--- src/rtl/spi_reg_if_pkg.sv ---
// Shared frame geometry and state encoding for the SPI-to-register-bus bridge.
package spi_reg_if_pkg;

    localparam int HDR_BITS  = 16;
    localparam int TURN_BITS = 8;
    localparam int DATA_BITS = 32;
    localparam int W_BIT     = 15;
    localparam int CNT_W     = 6;

    // Counter value seen on the rising edge that completes each phase.
    localparam logic [CNT_W-1:0] HDR_LAST   = CNT_W'(HDR_BITS - 1);
    localparam logic [CNT_W-1:0] WDATA_LAST = CNT_W'(HDR_BITS + DATA_BITS - 1);
    localparam logic [CNT_W-1:0] TURN_LAST  = CNT_W'(HDR_BITS + TURN_BITS - 1);
    localparam logic [CNT_W-1:0] RDATA_LAST = CNT_W'(HDR_BITS + TURN_BITS + DATA_BITS - 1);

    typedef enum logic [2:0] {
        ST_IDLE,
        ST_HDR,
        ST_WDATA,
        ST_TURN,
        ST_RDATA,
        ST_DONE
    } state_t;

endpackage

--- src/rtl/spi_sync2.sv ---
// Two-flop synchroniser bringing one asynchronous SPI pin into the clk domain.
module spi_sync2 (
    input  logic clk,
    input  logic reset,
    input  logic d,
    output logic q
);

    logic meta;

    always_ff @(posedge clk) begin
        if (reset) begin
            meta <= 1'b0;
            q    <= 1'b0;
        end else begin
            meta <= d;
            q    <= meta;
        end
    end

endmodule

--- src/rtl/spi_reg_if.sv ---
// SPI mode-0 slave that turns each chip-select frame into one register-bus read or write.
module spi_reg_if
    import spi_reg_if_pkg::*;
#(
    parameter int ADDR_W = 12,
    parameter int DATA_W = 32
) (
    input  logic              clk,
    input  logic              reset,
    input  logic              spi_clk,
    input  logic              spi_ncs,
    input  logic              spi_di,
    output logic              spi_do,
    output logic              r_valid,
    output logic              r_wen,
    output logic [ADDR_W-1:0] r_addr,
    output logic [DATA_W-1:0] r_wdata,
    input  logic [DATA_W-1:0] r_rdata
);

    logic sck_s, ncs_s, di_s;
    logic sck_d, ncs_d;
    logic sck_rise, sck_fall, ncs_fall;

    state_t            state;
    logic [CNT_W-1:0]  cnt;
    logic [CNT_W-1:0]  cnt_inc;
    logic [DATA_W-1:0] sr_in;
    logic [DATA_W-1:0] sr_out;
    logic [ADDR_W-1:0] hdr_addr;

    spi_sync2 u_sync_sck (.clk(clk), .reset(reset), .d(spi_clk), .q(sck_s));
    spi_sync2 u_sync_ncs (.clk(clk), .reset(reset), .d(spi_ncs), .q(ncs_s));
    spi_sync2 u_sync_di  (.clk(clk), .reset(reset), .d(spi_di),  .q(di_s));

    // ncs_d clears to 0 so a frame already in progress across reset never looks like a start.
    always_ff @(posedge clk) begin
        if (reset) begin
            sck_d <= 1'b0;
            ncs_d <= 1'b0;
        end else begin
            sck_d <= sck_s;
            ncs_d <= ncs_s;
        end
    end

    assign sck_rise = sck_s & ~sck_d;
    assign sck_fall = ~sck_s & sck_d;
    assign ncs_fall = ncs_d & ~ncs_s;
    assign cnt_inc  = (cnt == '1) ? cnt : cnt + 1'b1;

    always_ff @(posedge clk) begin
        if (reset) begin
            state    <= ST_IDLE;
            cnt      <= '0;
            sr_in    <= '0;
            sr_out   <= '0;
            hdr_addr <= '0;
            spi_do   <= 1'b0;
            r_valid  <= 1'b0;
            r_wen    <= 1'b0;
            r_addr   <= '0;
            r_wdata  <= '0;
        end else begin
            r_valid <= 1'b0;
            if (r_valid && !r_wen)
                sr_out <= r_rdata;

            if (ncs_s) begin
                state  <= ST_IDLE;
                cnt    <= '0;
                spi_do <= 1'b0;
            end else begin
                case (state)
                    ST_IDLE: begin
                        if (ncs_fall) begin
                            state <= ST_HDR;
                            cnt   <= '0;
                        end
                    end
                    ST_HDR: begin
                        if (sck_rise) begin
                            sr_in <= {sr_in[DATA_W-2:0], di_s};
                            cnt   <= cnt_inc;
                            if (cnt == HDR_LAST) begin
                                hdr_addr <= {sr_in[ADDR_W-2:0], di_s};
                                if (sr_in[W_BIT-1]) begin
                                    state <= ST_WDATA;
                                end else begin
                                    state   <= ST_TURN;
                                    r_valid <= 1'b1;
                                    r_wen   <= 1'b0;
                                    r_addr  <= {sr_in[ADDR_W-2:0], di_s};
                                end
                            end
                        end
                    end
                    ST_WDATA: begin
                        if (sck_rise) begin
                            sr_in <= {sr_in[DATA_W-2:0], di_s};
                            cnt   <= cnt_inc;
                            if (cnt == WDATA_LAST) begin
                                state   <= ST_DONE;
                                r_valid <= 1'b1;
                                r_wen   <= 1'b1;
                                r_addr  <= hdr_addr;
                                r_wdata <= {sr_in[DATA_W-2:0], di_s};
                            end
                        end
                    end
                    ST_TURN: begin
                        spi_do <= 1'b0;
                        if (sck_rise) begin
                            cnt <= cnt_inc;
                            if (cnt == TURN_LAST)
                                state <= ST_RDATA;
                        end
                    end
                    ST_RDATA: begin
                        if (sck_fall) begin
                            spi_do <= sr_out[DATA_W-1];
                            sr_out <= {sr_out[DATA_W-2:0], 1'b0};
                        end
                        if (sck_rise) begin
                            cnt <= cnt_inc;
                            if (cnt == RDATA_LAST) begin
                                state  <= ST_DONE;
                                spi_do <= 1'b0;
                            end
                        end
                    end
                    ST_DONE: begin
                        spi_do <= 1'b0;
                    end
                    default: begin
                        state <= ST_IDLE;
                    end
                endcase
            end
        end
    end

endmodule

--- config.mk ---
export PLATFORM = sky130hd
export DESIGN_NAME = spi_reg_if
export DESIGN_NICKNAME = d
export VERILOG_FILES = /design/src/rtl/spi_reg_if_pkg.sv /design/src/rtl/spi_sync2.sv /design/src/rtl/spi_reg_if.sv
export SDC_FILE = /design/constraint.sdc
export NUM_CORES = 1
export LEC_CHECK = 0
export CORE_MARGIN = 8
export CORE_UTILIZATION = 40
export CTS_BUF_LIST = sky130_fd_sc_hd__clkbuf_8 sky130_fd_sc_hd__clkbuf_16
export DETAILED_ROUTE_END_ITERATION = 8
export PLACE_DENSITY = 0.72
export SLEW_MARGIN = 0
export SYNTH_ARGS = -nofsm -noshare
export SYNTH_HDL_FRONTEND = slang
export SYNTH_SLANG_ARGS = --single-unit
--- constraint.sdc ---
create_clock -name clk -period 2.1 [get_ports clk]
set_input_delay 0.42 -clock clk [delete_from_list [all_inputs] [get_ports clk]]
set_output_delay 0.42 -clock clk [all_outputs]
set_load 0.02 [all_outputs]
==> results.cfg <==
[synth]
synthMuxAreaShare = 0.1087
synth_cell_types = 40
ys_top_cells_by_area = dfxtp_1, mux2i_1, nand2_1
synth-simple-area-share = 0.1930
yosysMostFrequentCell = dfxtp_1
ys.warnings.count = 0
synth-async-reset-ratio = 0
ys_seq_elements = 139
syn_inst = 635
ys_top_cells_by_count = dfxtp_1, nand2_1, a21oi_1
yosysSeqAreaShare = 0.5014
synth_xor_area_frac = 0.001578
synth_area_mm2 = 0.005550
synthAdderAreaFrac = 0.002254
synth_top_family_by_area = simple AND/OR/NAND/NOR gates
synth_top_area_frac = 0.5014
synth_nets = 673
ys.flop_type = dfxtp_1
synth_top_area_cell = dfxtp_1
synth_edf_count = 0
syn_area_per_cell_um2 = 8.741
synth_compound_area_frac = 0.1558

[sta]
finalCritPeriodShare = 0.9084
hold_violations = 0
finalMaxSlewViolations = 0
tightest_slew_ns = 0.5398
clock.fmax_mhz = 524.2
setup_viol = 0
relSlewSlack = 0.6398
fin_crit_ns = 1.908
finalClockSkew_ns = 0.004845
fin_tns_setup_ns = 0
rsz0062_at_grt = false

[floorplan]
start_util = 0.4046
die_y_um = 133.8
core_mm2 = 0.01372
ios = 84
rows = 43
die_w_um = 133.8
dieArea_mm2 = 0.01790

[clock_network]
cts_hold_buf = 0
cts.sinks = 139
root_buffer = clkbuf_16
clkSlewWorstSetupHoldPaths_ns = 0.06
htree_levels = 4
cts_setup_buffers = 0
cts-resized-gates = 0
clock_latency_ns = 0.41
cts_buffer_depth = 2
numCtsBuffers = 17
cts_tree = yes

[setup_path]
crit_path_max_incr_delay_ns = 0.56
path_cells = nor3b_2 > buf_4 > o21a_1 > buf_4 > nand2_1 > a21oi_1
slowest_stage = dfxtp_1
cp_max_fo = 31
cp-end-kind = flop
critPathRequiredTime_ns = 2.43
cpMostUsedCell = buf_4
critPathLaunchType = flop
crit_arrival_ns = 2.24
worstSetupPathType = flop to flop

[routing]
vias = 4510
initialDrtViolationCount = 247
viasPerCell = 5.033
wl_um = 12400
drtPass1Iterations = 4
wl_per_cell_um = 13.84
route.detailed.drc = 0
ant_nets = 0

[min_path]
min_path_type = primary input to flop

[final_layout]
drive_gt1_frac = 0.08240
fin_nets = 741
multi_input_area_mm2 = 0.002577
area_growth_pct = 28.67
utilization = 0.5206
seqCellArea_mm2 = 0.002783
diodes = 0
fill_cells = 1262
finalNonFillerCells = 896

[place]
portBuffers = 83
place_hpwl_um = 8385
gp_congestion = 0.8082
dp_cells = 864

[power]
p_leak_nw = 2.446
p_per_area_mw_per_mm2 = 798.2
finalPower_mw = 5.701
ir_drop_v = 0.0004571

[run]
max_cap_violations = 0

[grt]
grt_max_degree = 100
grt_antenna_before_repair = 0
grt_pass1_vias = 4374
grt_overflow_total = 0
grt_usage = 0.1421
grt_pass1_wl_um = 20900

[run_status]
status = finished, final reports clean
## worst max-delay path: cells and delay by family (launching register included)
| kind | cells | cell delay (ns) |
|---|---|---|
| AND/OR/NAND/NOR | 2 | 0.38 |
| AO/OA/AOI/OAI | 2 | 0.29 |
| buffers and inverters | 2 | 0.60 |
| flip-flops | 1 | 0.56 |
## metal layers
layer | vias up | share of wire | track usage | wire, um
li1 | 2318 | - | - | -
met1 | 2095 | 0.46 | 0.1724 | 5709
met2 | 86 | 0.47 | 0.2223 | 5850
met3 | 11 | 0.053 | 0.05086 | 660
met4 | 0 | 0.014 | 0.06238 | 178
met5 | - | 0 | 0 | 0
## power by group
group          switching, mW  total [mW]  internal [mW]  leakage (nW)
clock                   1.05        2.83           1.77         0.296
sequential            0.0149        2.66           2.65          1.12
combinational          0.107       0.209          0.102          1.03
## metrics by stage
stage	instance area, um2	hold slack (ns)	worst slack, ns
final	7142	0.3954	0.1923
after global routing	7142	0.3906	0.004769
after CTS	7142	0.3835	0.1825
after detailed placement	6576	0.4330	0.2141
after global placement	6576	0.4202	0.2313
after floorplan	5550	0.4138	0.3211
## cells by family after synthesis
| logic type | count (synthesis) |
|---|---|
| AND/OR/NAND/NOR | 251 |
| flip-flops | 139 |
| AO/OA/AOI/OAI | 133 |
| multiplexers | 60 |
| buffers and inverters | 50 |
| XOR/XNOR | 1 |
| adder cells (fa/ha/maj) | 1 |
## cell usage in the layout, fill, tap and decap left out, drive strengths merged, types with 8 or more instances in the layout
cell type / synthesis / routed
dfxtp: 139 / 139
nand2: 138 / 138
clkdlybuf4s50: 0 / 82
a21oi: 71 / 71
nor2: 64 / 64
mux2i: 58 / 58
a211oi: 43 / 43
clkbuf: 36 / 19
buf: 12 / 15
nor2b: 12 / 12
nor3: 8 / 8
nand3: 8 / 8
inv: 2 / 8
## registers in the layout, summed over array words and instances, names as in the netlist
name	count
cnt	6
hdr_addr	12
ncs_d	1
r_addr	12
r_valid	1
r_wdata	32
r_wen	1
sck_d	1
spi_do	1
sr_in	31
sr_out	32
state	3
u_sync_di.meta	1
u_sync_di.q	1
u_sync_ncs.meta	1
u_sync_ncs.q	1
u_sync_sck.meta	1
u_sync_sck.q	1
## worst paths after layout
path / start / end / slack, ns / cells after the start
setup / recovery: state[1]$_SDFFE_PP0P_ / sr_in[29]$_SDFFE_PP0P_ / 0.19 / 6
hold / removal: reset / u_sync_di.q$_SDFF_PP0_ / 0.40 / 2
setup reg to reg: state[1]$_SDFFE_PP0P_ / sr_in[29]$_SDFFE_PP0P_ / 0.19 / 6
hold reg to reg: u_sync_di.meta$_SDFF_PP0_ / u_sync_di.q$_SDFF_PP0_ / 0.44 / 1
## cell type report
type	instances	area share
Clock inverter	13	0.01577
Sequential cell	139	0.3896
Inverter	2	0.001051
Clock buffer	19	0.06342
Tap cell	180	0.03153
Timing Repair Buffer	97	0.1377
Multi-Input combinational cell	446	0.3609
(Power assumes the default switching activity.)
==> variant 1: new RTL, same flow settings <==
One comparison of `cnt` changes from == to >=.
--- a/src/rtl/spi_reg_if.sv
+++ b/src/rtl/spi_reg_if.sv
@@ -84,3 +84,3 @@
                             cnt   <= cnt_inc;
-                            if (cnt == HDR_LAST) begin
+                            if (cnt >= HDR_LAST) begin
                                 hdr_addr <= {sr_in[ADDR_W-2:0], di_s};
Function: no difference found for any inputs over 10 cycles, from zero or initial values and one cycle with reset high; that may be too few to reach the edited logic, so the function may still have changed.
==> variant 1 against the original RTL <==
Wire length rose by 3.3%. Power barely moved. Cell area up 0.11%. Largest cell class unchanged. Synthesized area is 0.52% higher. Sequential cell count unchanged. Worst setup slack lost 0.049 ns. Combinational power down 26%.
==> variant 1: results <==
[grt]
antenna_found_initial = 0
grt_max_degree = 131
grt_use_total = 0.1448
grt_pass1_vias = 4271
grt_pass1_wl_mm = 21.28

[placed_design]
dp.cells = 878
dpl-instance-area_mm2 = 0.006564
dpl.hpwl_mm = 8.396
dp_worst_setup_slack_ns = 0.03484
gp_congestion = 0.8109
port_buffers = 83

[final_layout]
fill_cells = 1280
diodes = 0
drive_above_1_share = 0.07808
finalNetCount = 756
reg_top3 = "r_wdata: 32 flops, sr_out: 32 flops, sr_in: 31 flops"

[logic_synthesis]
yosys-top-cells-area = "dfxtp_1 (50%), nand2_1 (10%), mux2i_1 (8.8%), a21oi_1 (7.2%), a211oi_1 (5.8%)"
yosysWarnings = 0
synth.distinct_cells = 45
seq_area_frac_synth = 0.4988
synth_flop_cell = "dfxtp_1"
syn_nets = 693
syn_inst = 654
ys_top_cells_by_count = "nand2_1 (154), dfxtp_1 (139), a21oi_1 (80)"
postSynth.asyncResetShare = 0

[timing]
final_hold_viol_count = 0
worst_slew_pin_slew_ns = 0.6877
fin_skew_ns = 0.007151

[cts]
root_buffer = "clkbuf_16"
cts_buffers = 17
cts_htree_levels = 4
clkTransAtPathRegs_ns = 0.06
cts_buffer_depth = 2
insertion_delay_ns = 0.41

[worst_setup_path]
cp_data_arrival_time_ns = 2.31
crit_fanout = 6

[run_status]
status = "complete, no violations"

[route]
vias_per_cell = 5.077
wl_mm = 12.80
drt_pass1_iterations = 4
dr.first_iter.drc_count = 268
vias = 4620

[die]
num_rows = 43

[worst_hold_path]
hold_class = "in -> reg"

[power]
leakage_nw = 2.343
irDropWorstVdd_mv = 0.6503
[variant 1: layout make-up]
type | count | area (um^2) | share of cell area
sequential | 139 | 2785 | 0.3896
clock inverter | 15 | 151.4 | 0.02118
tap | 180 | 225.2 | 0.03150
clock buffer | 17 | 425.4 | 0.05950
timing repair buffer | 95 | 980.9 | 0.1372
multi-input combinational | 460 | 2566 | 0.3589
inverter | 4 | 15.01 | 0.002100
[variant 1: kinds of logic after synthesis]
group / Yosys count / share of synthesized area
mux: 50 / 0.08993
xor+xnor: 1 / 0.001570
simple gates: 264 / 0.2061
fa+ha+maj: 2 / 0.004485
compound gates: 143 / 0.1545
flops: 139 / 0.4988
buf+inv: 55 / 0.04463
[variant 1: power by group]
group | switching [mW] | internal, mW | total [mW]
Sequential | 0.00725 | 2.64 | 2.65
Clock | 1.22 | 1.68 | 2.90
Combinational | 0.0740 | 0.0814 | 0.155
[variant 1: path summary, 6_finish.rpt]
| check | endpoint | slack, ns | cells after the start | startpoint |
|---|---|---|---|---|
| setup reg to reg | state[0]$_SDFFE_PP0P_ | 0.14 | 6 | cnt[0]$_SDFFE_PP0P_ |
| hold / removal | state[1]$_SDFFE_PP0P_ | 0.38 | 3 | reset |
| setup / recovery | state[0]$_SDFFE_PP0P_ | 0.14 | 6 | cnt[0]$_SDFFE_PP0P_ |
| hold reg to reg | u_sync_sck.q$_SDFF_PP0_ | 0.43 | 1 | u_sync_sck.meta$_SDFF_PP0_ |
[variant 1: per-layer routing]
layer	track usage	routed length, um
met1	0.1912	6262
met2	0.2120	5549
met3	0.04600	831
met4	0.06301	159
met5	0	0
[variant 1: critical path, stage by stage, from the launching register on]
cell and delay, ns:
dfxtp_1 0.41, ha_1 0.20, nand2_1 0.16, nor4_1 0.29, o32ai_1 0.23, or4_1 0.53, nand2_1 0.07
[variant 1: repair_timing]
action                     in CTS  in global routing
hold buffers                    0                  0
setup buffers                   0                  0
resized for setup               0                  3
setup endpoints to repair       0                 43
==> variant 2: new RTL, same settings <==
Without the edit above. `ADDR_W`: 12 -> 11.
--- a/src/rtl/spi_reg_if.sv
+++ b/src/rtl/spi_reg_if.sv
@@ -4,3 +4,3 @@
 #(
-    parameter int ADDR_W = 12,
+    parameter int ADDR_W = 11,
     parameter int DATA_W = 32
Ports: changed (resized r_addr); port bits go from 84 to 83. The function was not compared with the original's and may differ.
==> variant 2 against the original RTL <==
Via count about the same. Core utilization down 0.79 points. Critical endpoint is now state[1]$_SDFFE_PP0P_. Worst setup slack worse by 0.068 ns. Sequential cell count down 2. Largest cell class unchanged. Highest routed layer unchanged. Non-clock buffer count down 5. Cell area down 1.9%. Synthesized area down 0.95%. Wire length down 0.60%.
Power is not compared: it rests on default switching activity, and its combinational part moved more than twofold at a synthesized area within 25%.
==> variant 2: results <==
[worst_setup_path]
crit_fanout = 4
r2r-start = "cnt[0]$_SDFFE_PP0P_"
cp_data_arrival_time_ns = 2.31
max_stage_delay_ns = 0.47
slowest_stage = "a211oi_1"
rr_endpoint = "state[1]$_SDFFE_PP0P_"
r2r_cells = 6
rrSetupSlack_ns = 0.12

[power]
irDropWorstVdd_mv = 0.5967
switching_share = 0.2376

[logic_synthesis]
ys_top_cells_by_count = "dfxtp_1 (137), nand2_1 (137), a21oi_1 (71)"
yosys-top-cells-area = "dfxtp_1 (50%), mux2i_1 (10%), nand2_1 (9.4%), a21oi_1 (6.5%), a211oi_1 (4.6%)"
postSynth.asyncResetShare = 0
seq_area_frac_synth = 0.4989
synth.distinct_cells = 42
yosysWarnings = 0
syn_inst = 623
syn_nets = 661

[worst_hold_path]
holdCritStartpoint = "reset"
whs_endpoint = "sr_in[18]$_SDFFE_PP0P_"

[timing]
fin_skew_ns = 0.01356
fmax_mhz = 506.1
finalSetupViolations = 0
holdWs_ns = 0.4252
fin_tns_setup_ns = 0
slew_headroom = 0.6678

[final_layout]
final_cells = 877
drive_above_1_share = 0.09900
reg_top3 = "r_wdata: 32 flops, sr_out: 32 flops, sr_in: 31 flops"
finalNetCount = 726
diodes = 0

[run_status]
status = "complete, no violations"

[placed_design]
dp_worst_setup_slack_ns = 0.1766
dpl-instance-area_mm2 = 0.006480
dp.cells = 849
port_buffers = 82
dpl.hpwl_mm = 8.251
gp_congestion = 0.8396

[grt]
grt_max_degree = 94
antenna_found_initial = 0
grt_use_total = 0.1416
grt_pass1_wl_mm = 20.95

[route]
wl_mm = 12.33
drt_pass1_iterations = 5
vias = 4508
dr.first_iter.drc_count = 246

[cts]
cts_setup_buffers = 0
cts_buffer_depth = 2
clkTransAtPathRegs_ns = 0.06
insertion_delay_ns = 0.41
[variant 2: critical path: cells and delay by family, from the launching register on]
family / cells / cell delay (ns)
adders and majority gates: 1 / 0.24
AOI/OAI and AO/OA: 1 / 0.47
DFF: 1 / 0.33
muxes: 1 / 0.39
and+or+nand+nor: 3 / 0.48
[variant 2: how the worst max path moves through the flow]
| stage | cells past startpoint | startpoint | to |
|---|---|---|---|
| 2_1_floorplan | 6 | cnt[0]$_SDFFE_PP0P_ | state[1]$_SDFFE_PP0P_ |
| 3_3_place_gp | 6 | state[0]$_SDFFE_PP0P_ | r_wen$_SDFFE_PP0P_ |
| 3_5_place_dp | 4 | state[2]$_SDFFE_PP0P_ | state[0]$_SDFFE_PP0P_ |
| 4_1_cts | 4 | state[2]$_SDFFE_PP0P_ | state[0]$_SDFFE_PP0P_ |
| 5_1_grt | 7 | cnt[1]$_SDFFE_PP0P_ | r_wdata[16]$_SDFFE_PP0P_ |
| 6_report | 6 | cnt[0]$_SDFFE_PP0P_ | state[1]$_SDFFE_PP0P_ |
[variant 2: layer usage]
layer / global-route usage / up-vias / part of all wire
met4: 0.04554 / 0 / 0.0079
met5: 0 / - / 0
li1: - / 2253 / -
met3: 0.06212 / 8 / 0.067
met1: 0.1651 / 2143 / 0.45
met2: 0.2287 / 104 / 0.47
[variant 2: kinds of logic after synthesis]
group	count (synthesis)	synth area share
buffers and inverters	51	0.04210
AND/OR/NAND/NOR	244	0.1957
XOR/XNOR	1	0.001593
AO/OA/AOI/OAI	130	0.1511
flip-flops	137	0.4989
adder cells (fa/ha/maj)	1	0.002275
multiplexers	59	0.1083
[variant 2: repair_timing]
item                                    4_1_cts  5_1_grt
endpoints found under the setup margin        0        8
hold buffers                                  0        0
resized for setup                             0        2
[variant 2: final cells by class]
| class | instances | area [um^2] |
|---|---|---|
| fill | 1283 | 6660 |
| timing repair buffer | 92 | 955.9 |
| clock buffer | 18 | 439.2 |
| multi-input combinational | 435 | 2540 |
| clock inverter | 10 | 82.58 |
| inverter | 5 | 18.77 |
| sequential | 137 | 2744 |
| tap | 180 | 225.2 |
[variant 2: power by group through the flow]
stage          Sequential (mW)  Clock [mW]  Combinational (mW)
2_1_floorplan             2.71           0               0.372
3_3_place_gp              2.76           0               0.447
3_5_place_dp              2.76           0               0.464
4_1_cts                   2.70        2.74               0.466
5_1_grt                   2.71        2.84               0.511
6_report                  2.70        2.67               0.466
